<file path="config.mk">
export PLATFORM = sky130hd
export DESIGN_NAME = mhpm_counter_bank
export DESIGN_NICKNAME = d
export VERILOG_FILES = /design/src/rtl/mhpm_counter_bank.sv
export SDC_FILE = /design/constraint.sdc
export NUM_CORES = 1
export LEC_CHECK = 0
export ABC_AREA = 1
export CAP_MARGIN = 20
export CORE_ASPECT_RATIO = 0.9
export CORE_MARGIN = 1
export CORE_UTILIZATION = 30
export CTS_CLUSTER_DIAMETER = 150
export DETAILED_ROUTE_END_ITERATION = 8
export DONT_BUFFER_PORTS = 1
export MAX_ROUTING_LAYER = met4
export PLACE_DENSITY_LB_ADDON = 0.08
export SYNTH_ARGS = -nofsm -noshare
export SYNTH_HDL_FRONTEND = slang
export SYNTH_SLANG_ARGS = --single-unit
</file>
<file path="constraint.sdc">
create_clock -name CLK -period 4.75 [get_ports CLK]
set_clock_uncertainty 0.15 [all_clocks]
set_input_delay 0.2375 -clock CLK [delete_from_list [all_inputs] [get_ports CLK]]
set_output_delay 0.2375 -clock CLK [all_outputs]
set_load 0.01 [all_outputs]
</file>
<file path="src/rtl/mhpm_counter_bank.sv">
`timescale 1ns/1ps
`default_nettype none
// ============================================================================
// Module   : mhpm_counter_bank
// Purpose  : Machine-mode performance counter bank. Provides mcycle,
//            minstret, NUM_HPM programmable mhpmcounter/mhpmevent pairs
//            (indices 3..2+NUM_HPM) and mcountinhibit. It claims its CSR
//            addresses through csr_hit.
// Ports    : CLK, RST (sync, active-high)
//            csr_addr/csr_wen/csr_wdata : CSR write, always a full 32 bits
//            csr_rdata/csr_hit          : combinational read data and decode
//            inst_retired, event_vec    : per-cycle pulses, registered once
//            ovf_irq                    : registered OR of the OF flags
// Options  : MHPM_OVF_IRQ_EN enables mhpmevent OF (bit 31) and OINH (bit 30)
//            and drives ovf_irq. When it is undefined, those bits read 0 and
//            ovf_irq is tied 0.
// Revision : 1.0 - initial release
// ============================================================================
module mhpm_counter_bank #(
    parameter int NUM_HPM    = 4,
    parameter int NUM_EVENTS = 8,
    parameter int HPM_WIDTH  = 40
) (
    input  logic                  CLK,
    input  logic                  RST,
    input  logic [11:0]           csr_addr,
    input  logic                  csr_wen,
    input  logic [31:0]           csr_wdata,
    output logic [31:0]           csr_rdata,
    output logic                  csr_hit,
    input  logic                  inst_retired,
    input  logic [NUM_EVENTS-1:0] event_vec,
    output logic                  ovf_irq
);

    localparam int c_SEL_W = $clog2(NUM_EVENTS + 1);
    localparam int c_HPM_N = (NUM_HPM > 0) ? NUM_HPM : 1;
    localparam int c_HI_W  = HPM_WIDTH - 32;
    // Implemented inhibit bits: CY, IR and one bit per implemented counter.
    localparam logic [31:0] c_INH_MASK = 32'h5 | (((32'h1 << NUM_HPM) - 32'h1) << 3);

    logic [63:0]           r_mcycle;
    logic [63:0]           r_minstret;
    logic [HPM_WIDTH-1:0]  r_hpm [c_HPM_N];
    logic [c_SEL_W-1:0]    r_sel [c_HPM_N];
    logic [31:0]           r_inhibit;
    logic [NUM_EVENTS-1:0] r_ev_q;
    logic                  r_ir_q;

    logic [4:0]            w_idx;
    logic                  w_cnt_lo;
    logic                  w_cnt_hi;
    logic                  w_evt;
    logic                  w_inh;
    logic [c_HPM_N-1:0]    w_hpm_inc;
    logic [31:0]           w_rdata;

    // Address decode: B00..B1F low halves, B80..B9F high halves, 320..33F events.
    assign w_idx    = csr_addr[4:0];
    assign w_cnt_lo = (csr_addr[11:5] == 7'h58);
    assign w_cnt_hi = (csr_addr[11:5] == 7'h5C);
    assign w_evt    = (csr_addr[11:5] == 7'h19) && (w_idx >= 5'd3);
    assign w_inh    = (csr_addr == 12'h320);
    assign csr_hit  = ((w_cnt_lo || w_cnt_hi) && (w_idx != 5'd1)) || w_evt || w_inh;

    // Increment request per counter from the registered event stage. The
    // selector and inhibit used are the ones current in the increment cycle.
    always_comb begin
        w_hpm_inc = '0;
        for (int i = 0; i < NUM_HPM; i++) begin
            for (int e = 0; e < NUM_EVENTS; e++) begin
                if (!r_inhibit[i + 3] && (r_sel[i] == c_SEL_W'(e + 1)) && r_ev_q[e]) begin
                    w_hpm_inc[i] = 1'b1;
                end
            end
        end
    end

`ifdef MHPM_OVF_IRQ_EN
    logic [c_HPM_N-1:0] r_of;
    logic [c_HPM_N-1:0] r_oinh;
    logic               r_ovf_irq;

    always_ff @(posedge CLK) begin
        if (RST) begin
            r_of      <= '0;
            r_oinh    <= '0;
            r_ovf_irq <= 1'b0;
        end else begin
            for (int i = 0; i < NUM_HPM; i++) begin
                if (csr_wen && w_evt && (w_idx == 5'(i + 3))) begin
                    r_of[i]   <= csr_wdata[31];
                    r_oinh[i] <= csr_wdata[30];
                end
                // Only a wrap caused by an increment sets OF; a write that
                // collides with the increment drops the increment entirely.
                if (w_hpm_inc[i] && (&r_hpm[i]) && !r_oinh[i] &&
                    !(csr_wen && (w_cnt_lo || w_cnt_hi) && (w_idx == 5'(i + 3)))) begin
                    r_of[i] <= 1'b1;
                end
            end
            r_ovf_irq <= |r_of;
        end
    end

    assign ovf_irq = r_ovf_irq;
`else
    assign ovf_irq = 1'b0;
`endif

    always_ff @(posedge CLK) begin
        if (RST) begin
            r_mcycle   <= '0;
            r_minstret <= '0;
            r_inhibit  <= '0;
            r_ev_q     <= '0;
            r_ir_q     <= 1'b0;
            for (int i = 0; i < c_HPM_N; i++) begin
                r_hpm[i] <= '0;
                r_sel[i] <= '0;
            end
        end else begin
            r_ev_q <= event_vec;
            r_ir_q <= inst_retired;

            // A write to either half wins and suppresses that cycle's increment.
            if (csr_wen && w_cnt_lo && (w_idx == 5'd0)) begin
                r_mcycle[31:0] <= csr_wdata;
            end else if (csr_wen && w_cnt_hi && (w_idx == 5'd0)) begin
                r_mcycle[63:32] <= csr_wdata;
            end else if (!r_inhibit[0]) begin
                r_mcycle <= r_mcycle + 64'd1;
            end

            if (csr_wen && w_cnt_lo && (w_idx == 5'd2)) begin
                r_minstret[31:0] <= csr_wdata;
            end else if (csr_wen && w_cnt_hi && (w_idx == 5'd2)) begin
                r_minstret[63:32] <= csr_wdata;
            end else if (!r_inhibit[2] && r_ir_q) begin
                r_minstret <= r_minstret + 64'd1;
            end

            if (csr_wen && w_inh) begin
                r_inhibit <= csr_wdata & c_INH_MASK;
            end

            for (int i = 0; i < NUM_HPM; i++) begin
                if (csr_wen && w_cnt_lo && (w_idx == 5'(i + 3))) begin
                    r_hpm[i][31:0] <= csr_wdata;
                end else if (csr_wen && w_cnt_hi && (w_idx == 5'(i + 3))) begin
                    r_hpm[i][HPM_WIDTH-1:32] <= csr_wdata[c_HI_W-1:0];
                end else if (w_hpm_inc[i]) begin
                    r_hpm[i] <= r_hpm[i] + HPM_WIDTH'(1);
                end
                if (csr_wen && w_evt && (w_idx == 5'(i + 3))) begin
                    r_sel[i] <= csr_wdata[c_SEL_W-1:0];
                end
            end
        end
    end

    // Read mux; unimplemented indices and misses return 0.
    always_comb begin
        w_rdata = '0;
        if (w_cnt_lo || w_cnt_hi) begin
            if (w_idx == 5'd0) begin
                w_rdata = w_cnt_hi ? r_mcycle[63:32] : r_mcycle[31:0];
            end else if (w_idx == 5'd2) begin
                w_rdata = w_cnt_hi ? r_minstret[63:32] : r_minstret[31:0];
            end else begin
                for (int i = 0; i < NUM_HPM; i++) begin
                    if (w_idx == 5'(i + 3)) begin
                        w_rdata = w_cnt_hi ? 32'(r_hpm[i][HPM_WIDTH-1:32]) : r_hpm[i][31:0];
                    end
                end
            end
        end else if (w_inh) begin
            w_rdata = r_inhibit;
        end else if (w_evt) begin
            for (int i = 0; i < NUM_HPM; i++) begin
                if (w_idx == 5'(i + 3)) begin
                    w_rdata = 32'(r_sel[i]);
`ifdef MHPM_OVF_IRQ_EN
                    w_rdata[31] = r_of[i];
                    w_rdata[30] = r_oinh[i];
`endif
                end
            end
        end
    end

    assign csr_rdata = w_rdata;

endmodule
`default_nettype wire

</file>
==> results of run 1 <==
[logic make-up after synthesis]
kind of cell / after synthesis / share of synthesized area [%]
flip-flops: 319 / 31.9
AND/OR/NAND/NOR: 2337 / 37.6
XOR/XNOR: 179 / 6.14
other: 1 / 0.0147
buffers and inverters: 657 / 9.99
AO/OA/AOI/OAI: 660 / 14.0
adder cells (fa/ha/maj): 6 / 0.294
[critical path: stages]
cell and delay (ps):
dlygate4sd3_1 1030, inv_1 320, nor2_4 490, nand2_1 130
nand2_1 410, nand2_2 290, inv_2 460, nor2_1 80
nand2_1 80, a21oi_1 50, dlygate4sd3_1 570
[cell type report]
type	count	share of cell area, %
sequential	319	28.4
timing repair buffer	90	2.88
clock buffer	65	4.54
inverter	512	6.71
tap	1133	4.95
multi-input combinational	3183	51.9
clock inverter	14	0.410
antenna	21	0.183
[power by group through the flow]
stage,Combinational [mW],Sequential [mW],Clock [mW]
after CTS,0.764,3.18,3.49
after global routing,0.823,3.20,3.57
final,0.790,3.19,3.46
after global placement,0.642,3.24,0
after floorplan,0.397,3.17,0
after detailed placement,0.636,3.24,0
[cells in the mapped netlist (all sizes together)]
cell     count  area share [%]
nand4       82             2.0
dfxtp      143              11
nor4         1           0.025
nand3b      11            0.32
a211oi       1           0.029
o21bai       1           0.029
nor3b        3           0.088
inv        510             7.5
ha           6            0.29
edfxtp     176              21
conb         1           0.015
buf         59             1.2
a21oi      219             4.3
xor2       150             5.1
o22ai       62             1.5
o221ai       3            0.10
o21ai      293             5.8
or2          5            0.12
and2         1           0.025
o2111ai      4            0.14
nor3        69             1.4
clkinv       2           0.034
a22oi       15            0.44
o211ai      41             1.2
clkbuf      86             1.3
nand3      264             5.2
a31oi       21            0.51
nor2       637             9.6
nand2     1264              19
xnor2       29            0.99
[worst max path at each step]
stage	slack (ps)	cells past startpoint	start	to
after floorplan	1920	11	csr_addr[10]	r_hpm[1][0]
after global placement	1250	9	csr_addr[4]	r_hpm[1][39]
after detailed placement	1200	9	csr_addr[4]	r_hpm[1][39]
after CTS	1120	11	csr_wen	r_mcycle[28]
after global routing	910	11	csr_wen	r_mcycle[28]
final	950	11	csr_wen	r_mcycle[28]
[registers in the layout, summed over array words and instances, names as in the netlist]
| signal | cells |
|---|---|
| r_mcycle | 64 |
| r_minstret | 64 |
| r_sel | 16 |
| r_hpm | 160 |
| r_ir_q | 1 |
| r_inhibit | 6 |
| r_ev_q | 8 |
[what timing repair did]
| item | 4_1_cts | 5_1_grt |
|---|---|---|
| hold endpoints to repair | 215 | 0 |
| hold buffers | 45 | 0 |
| resized for setup | 0 | 0 |
[through the flow]
step                worst slack (ps)  total power, mW
detailed placement              1200             3.87
CTS                             1120             7.43
global route                     915             7.59
floorplan                       1920             3.57
global placement                1250             3.88
finish                           954             7.44
[routing by layer]
layer,track usage [%],up-vias,wire (µm)
met5,-,-,0
met4,13.6,0,6260
met3,6.03,245,14100
met2,51.2,1491,64000
met1,48.3,14100,66000
li1,-,13500,-
==> impl_metrics.ini, run 1 <==
[pwr]
p_leak_nw = 10.3
powerDensity_mw_per_mm2 = 260
p_switching_mw = 2.23
combPwrFrac_pct = 10.6
switching_share_pct = 30.0
power.share.clock_pct = 46.5
intPower_mw = 5.21
power_frac_seq_pct = 42.9
peakVddDrop_mv = 0.211

[routing]
route.vias.total = 29300
avgViaCountPerCell = 5.50
wl_mm = 150
drt-initial-drc-count = 3858
antenna_left = 0
remaining_drc_errors = 0
drtPass1Iterations = 6
wl_per_cell_um = 28.2

[grt]
grt.total_usage_pct = 35.3
grt_max_degree = 108
first_global_vias = 26800
overflow = 0
antenna_found_initial = 21
grt_pass1_wl_mm = 209

[final_layout]
syn2layout_area_growth_pct = 12.2
layout_common_cells = nand2_1, nor2_1, inv_1, o21ai_0, nand3_1
multiInputGateArea_mm2 = 0.0149
finish.utilization_pct = 34.0
drive_gt1_share_pct = 4.09
layout.cells.non_filler = 5337
design_area_mm2 = 0.0287
mostFrequentLayoutCell = nand2_1
n_fill_cell = 9669
regArea_mm2 = 0.00815
layout.nets = 4212

[place]
hpwlAfterDp_mm = 112
gp_congestion = 1.02
postPlaceCellArea_mm2 = 0.0267
io_buffers = 0
dp.cells = 5191

[job]
cap_violations = 0

[floorplan]
die_w_um = 310
num_io_pins = 90
die-area_mm2 = 0.0863
num_rows = 101
core_mm2 = 0.0843
fp.dieH_um = 279
start_util_pct = 30.3

[timing]
slew_violations = 0
setup_tns_ps = 0
setup_violations = 0
relSlewSlack_pct = 17.8
fin_crit_ps = 3800
hold_violations = 0
fmax_ghz = 0.263
whs_ps = 72.4
layout_worst_path_cycle_share_pct = 79.9
rsz0062_at_grt = no
worst_slew_pin_slew_ps = 1230

[worst_setup_path]
r2r_cells = 12
reg2reg_from = r_mcycle[0]
cp_max_fo = 25
r2r_end = r_mcycle[44]
rrSetupSlack_ps = 1570
start_kind = primary input
worst-setup-path-type = in -> reg
worstPathArrival_ps = 4160
crit_required_ps = 5110
end_kind = flip-flop

[clock_tree]
clock_latency_ps = 630
clockBufferDepth = 3
clk_pin_slew_ps = 60
cts_buffers = 44
ctsRootBufferMaster = clkbuf_16
htreeDepth = 2
cts_tree = built
clock-sinks = 319
cts_setup_buffers = 0

[hold_path]
holdPathEnd = r_sel[0][12]
hold_class = in -> reg
worstHoldStart = csr_wdata[0]
min_path_cells = 2

[synth]
avgSynthCellArea_um2 = 6.14
yosysSeqAreaShare_pct = 31.9
synth_cell_types = 45
synth_warnings = 0
syn_area_mm2 = 0.0255
ys_ff_latch = 319
syn_nets = 4221
netlist_instances = 4159

[run_status]
status = finished clean
(Power assumes the default switching activity.)
==> inputs of run 2 (changes only) <==
clock period = 3.05 ns   (was 4.75 ns; I/O delays follow)
==> impl_metrics.ini, run 2 (same netlist as run 1, synthesis figures left out) <==
[timing]
setup_tns_ps = 0
layout_worst_path_cycle_share_pct = 94.9
hold_violations = 0
worst_slew_pin_slew_ps = 1060
relSlewSlack_pct = 29.4
slew_violations = 0
fin_crit_ps = 2890
fmax_ghz = 0.345
rsz0062_at_grt = no
setup_violations = 0

[final_layout]
top_regs = r_hpm (160), r_mcycle (64), r_minstret (64)
multiInputGateArea_mm2 = 0.0149
largest_register_ffs = 160
syn2layout_area_growth_pct = 14.5
layout_common_cells = nand2_1, nor2_1, inv_1, o21ai_0, nand3_1
n_fill_cell = 9512
layout.nets = 4291
mostFrequentLayoutCell = nand2_1
drive_gt1_share_pct = 5.44
top_register = r_hpm
regArea_mm2 = 0.00815

[pwr]
powerDensity_mw_per_mm2 = 385
power.share.clock_pct = 44.9
switching_share_pct = 30.6
combPwrFrac_pct = 11.1
intPower_mw = 7.82
p_leak_nw = 10.7
p_switching_mw = 3.45
peakVddDrop_mv = 0.340
power_mw = 11.3
power_frac_seq_pct = 44.0

[floorplan]
start_util_pct = 30.3
num_io_pins = 90
core_mm2 = 0.0843
die-area_mm2 = 0.0863
die_w_um = 310
fp.dieH_um = 279
num_rows = 101

[routing]
wl_mm = 147
route.vias.total = 29200
avgViaCountPerCell = 5.40
wl_per_cell_um = 27.2
remaining_drc_errors = 0
drtPass1Iterations = 7
drt-initial-drc-count = 3734
antenna_left = 0

[worst_setup_path]
start_kind = primary input
reg2reg_from = r_mcycle[4]
path_buf_inv = 5
rrSetupSlack_ps = 250
crit_path_frequent_cell = nand2_1
crit_required_ps = 3400
r2r_cells = 10
r2r_end = r_mcycle[31]
worstPathArrival_ps = 3250
slowest_delay_ps = 700
cp_max_fo = 25
end_kind = flip-flop
worst-setup-path-type = in -> reg
path_cells = dlygate4sd3_1 > inv_1 > nor2_4 > nand2_1 > nand2_1 > buf_4 > nand2_2 > clkinv_2 > nor2_1 > nand2_1 > a21oi_1 > dlygate4sd3_1
crit_family = buffers and inverters
slowest_stage = dlygate4sd3_1

[hold_path]
worstHoldStart = csr_wen
min_path_cells = 5
holdPathEnd = r_minstret[25]
hold_class = in -> reg

[grt]
grt.total_usage_pct = 34.6
grt_max_degree = 108
first_global_vias = 27000
overflow = 0
grt_pass1_wl_mm = 205
antenna_found_initial = 18

[place]
hpwlAfterDp_mm = 111
gp_congestion = 1.01
io_buffers = 0

[clock_tree]
clock_latency_ps = 620
ctsRootBufferMaster = clkbuf_16
clk_pin_slew_ps = 60
cts_tree = built
clockBufferDepth = 3
cts_buffers = 43
htreeDepth = 2
clock-sinks = 319

[run_status]
status = finished clean

[job]
cap_violations = 0
run 2: timing repair:
| action | 4_1_cts | 5_1_grt |
|---|---|---|
| buffers inserted | 0 | 0 |
| hold buffers | 58 | 0 |
| setup endpoints to repair | 0 | 2 |
| hold endpoints to repair | 258 | 0 |
| gates resized for setup | 0 | 2 |
run 2: worst max-delay path by stage:
stage,from,end,slack (ps),depth (start not counted)
global placement,csr_addr[11],r_sel[0][9],280,7
floorplan,csr_addr[10],r_hpm[1][0],300,11
detailed placement,csr_addr[4],r_hpm[0][9],370,11
global route,csr_addr[4],r_mcycle[27],40,11
finish,csr_wen,r_mcycle[27],160,12
CTS,csr_wen,r_mcycle[27],100,12
run 2: area by class of cell:
cell class	count	share of cell area, %
inverter	512	6.58
tap	1133	4.85
timing repair buffer	170	5.26
antenna	17	0.145
clock inverter	14	0.231
sequential	319	27.9
clock buffer	63	4.22
multi-input combinational	3183	50.8
run 2: power by group through the flow:
stage / Sequential [mW] / Combinational, mW / Clock [mW]
after detailed placement: 5.03 / 1.01 / 0
final: 4.96 / 1.25 / 5.06
after global placement: 5.04 / 1.02 / 0
after global routing: 4.97 / 1.31 / 5.21
after CTS: 4.95 / 1.22 / 5.11
after floorplan: 4.94 / 0.619 / 0
run 2: through the flow:
| stage | hold slack, ps | instance area, µm² | cells | util (%) | setup slack, ps |
|---|---|---|---|---|---|
| CTS | 0.585 | 29200 | 5394 | 34.6 | 99.0 |
| global route | 11.2 | 29200 | 5407 | 34.7 | 44.6 |
| floorplan | 109 | 25500 | 4159 | - | 304 |
| finish | 37.2 | 29200 | 5411 | 34.7 | 155 |
| detailed placement | 106 | 27300 | 5259 | 32.4 | 367 |
| global placement | 108 | 27300 | 5259 | 32.4 | 285 |
run 2: layer usage:
metal | vias to the layer above | wire [µm] | GRT usage [%]
li1 | 13600 | - | -
met3 | 236 | 13500 | 5.62
met2 | 1388 | 62400 | 49.7
met1 | 13900 | 64500 | 47.4
met4 | 0 | 6680 | 14.7
met5 | - | 0 | -
run 2: tightest hold or removal path: stages:
cell and delay (ps):
nand3_2 170, buf_4 240, nand2_1 70, nand2_1 60, a21oi_1 50
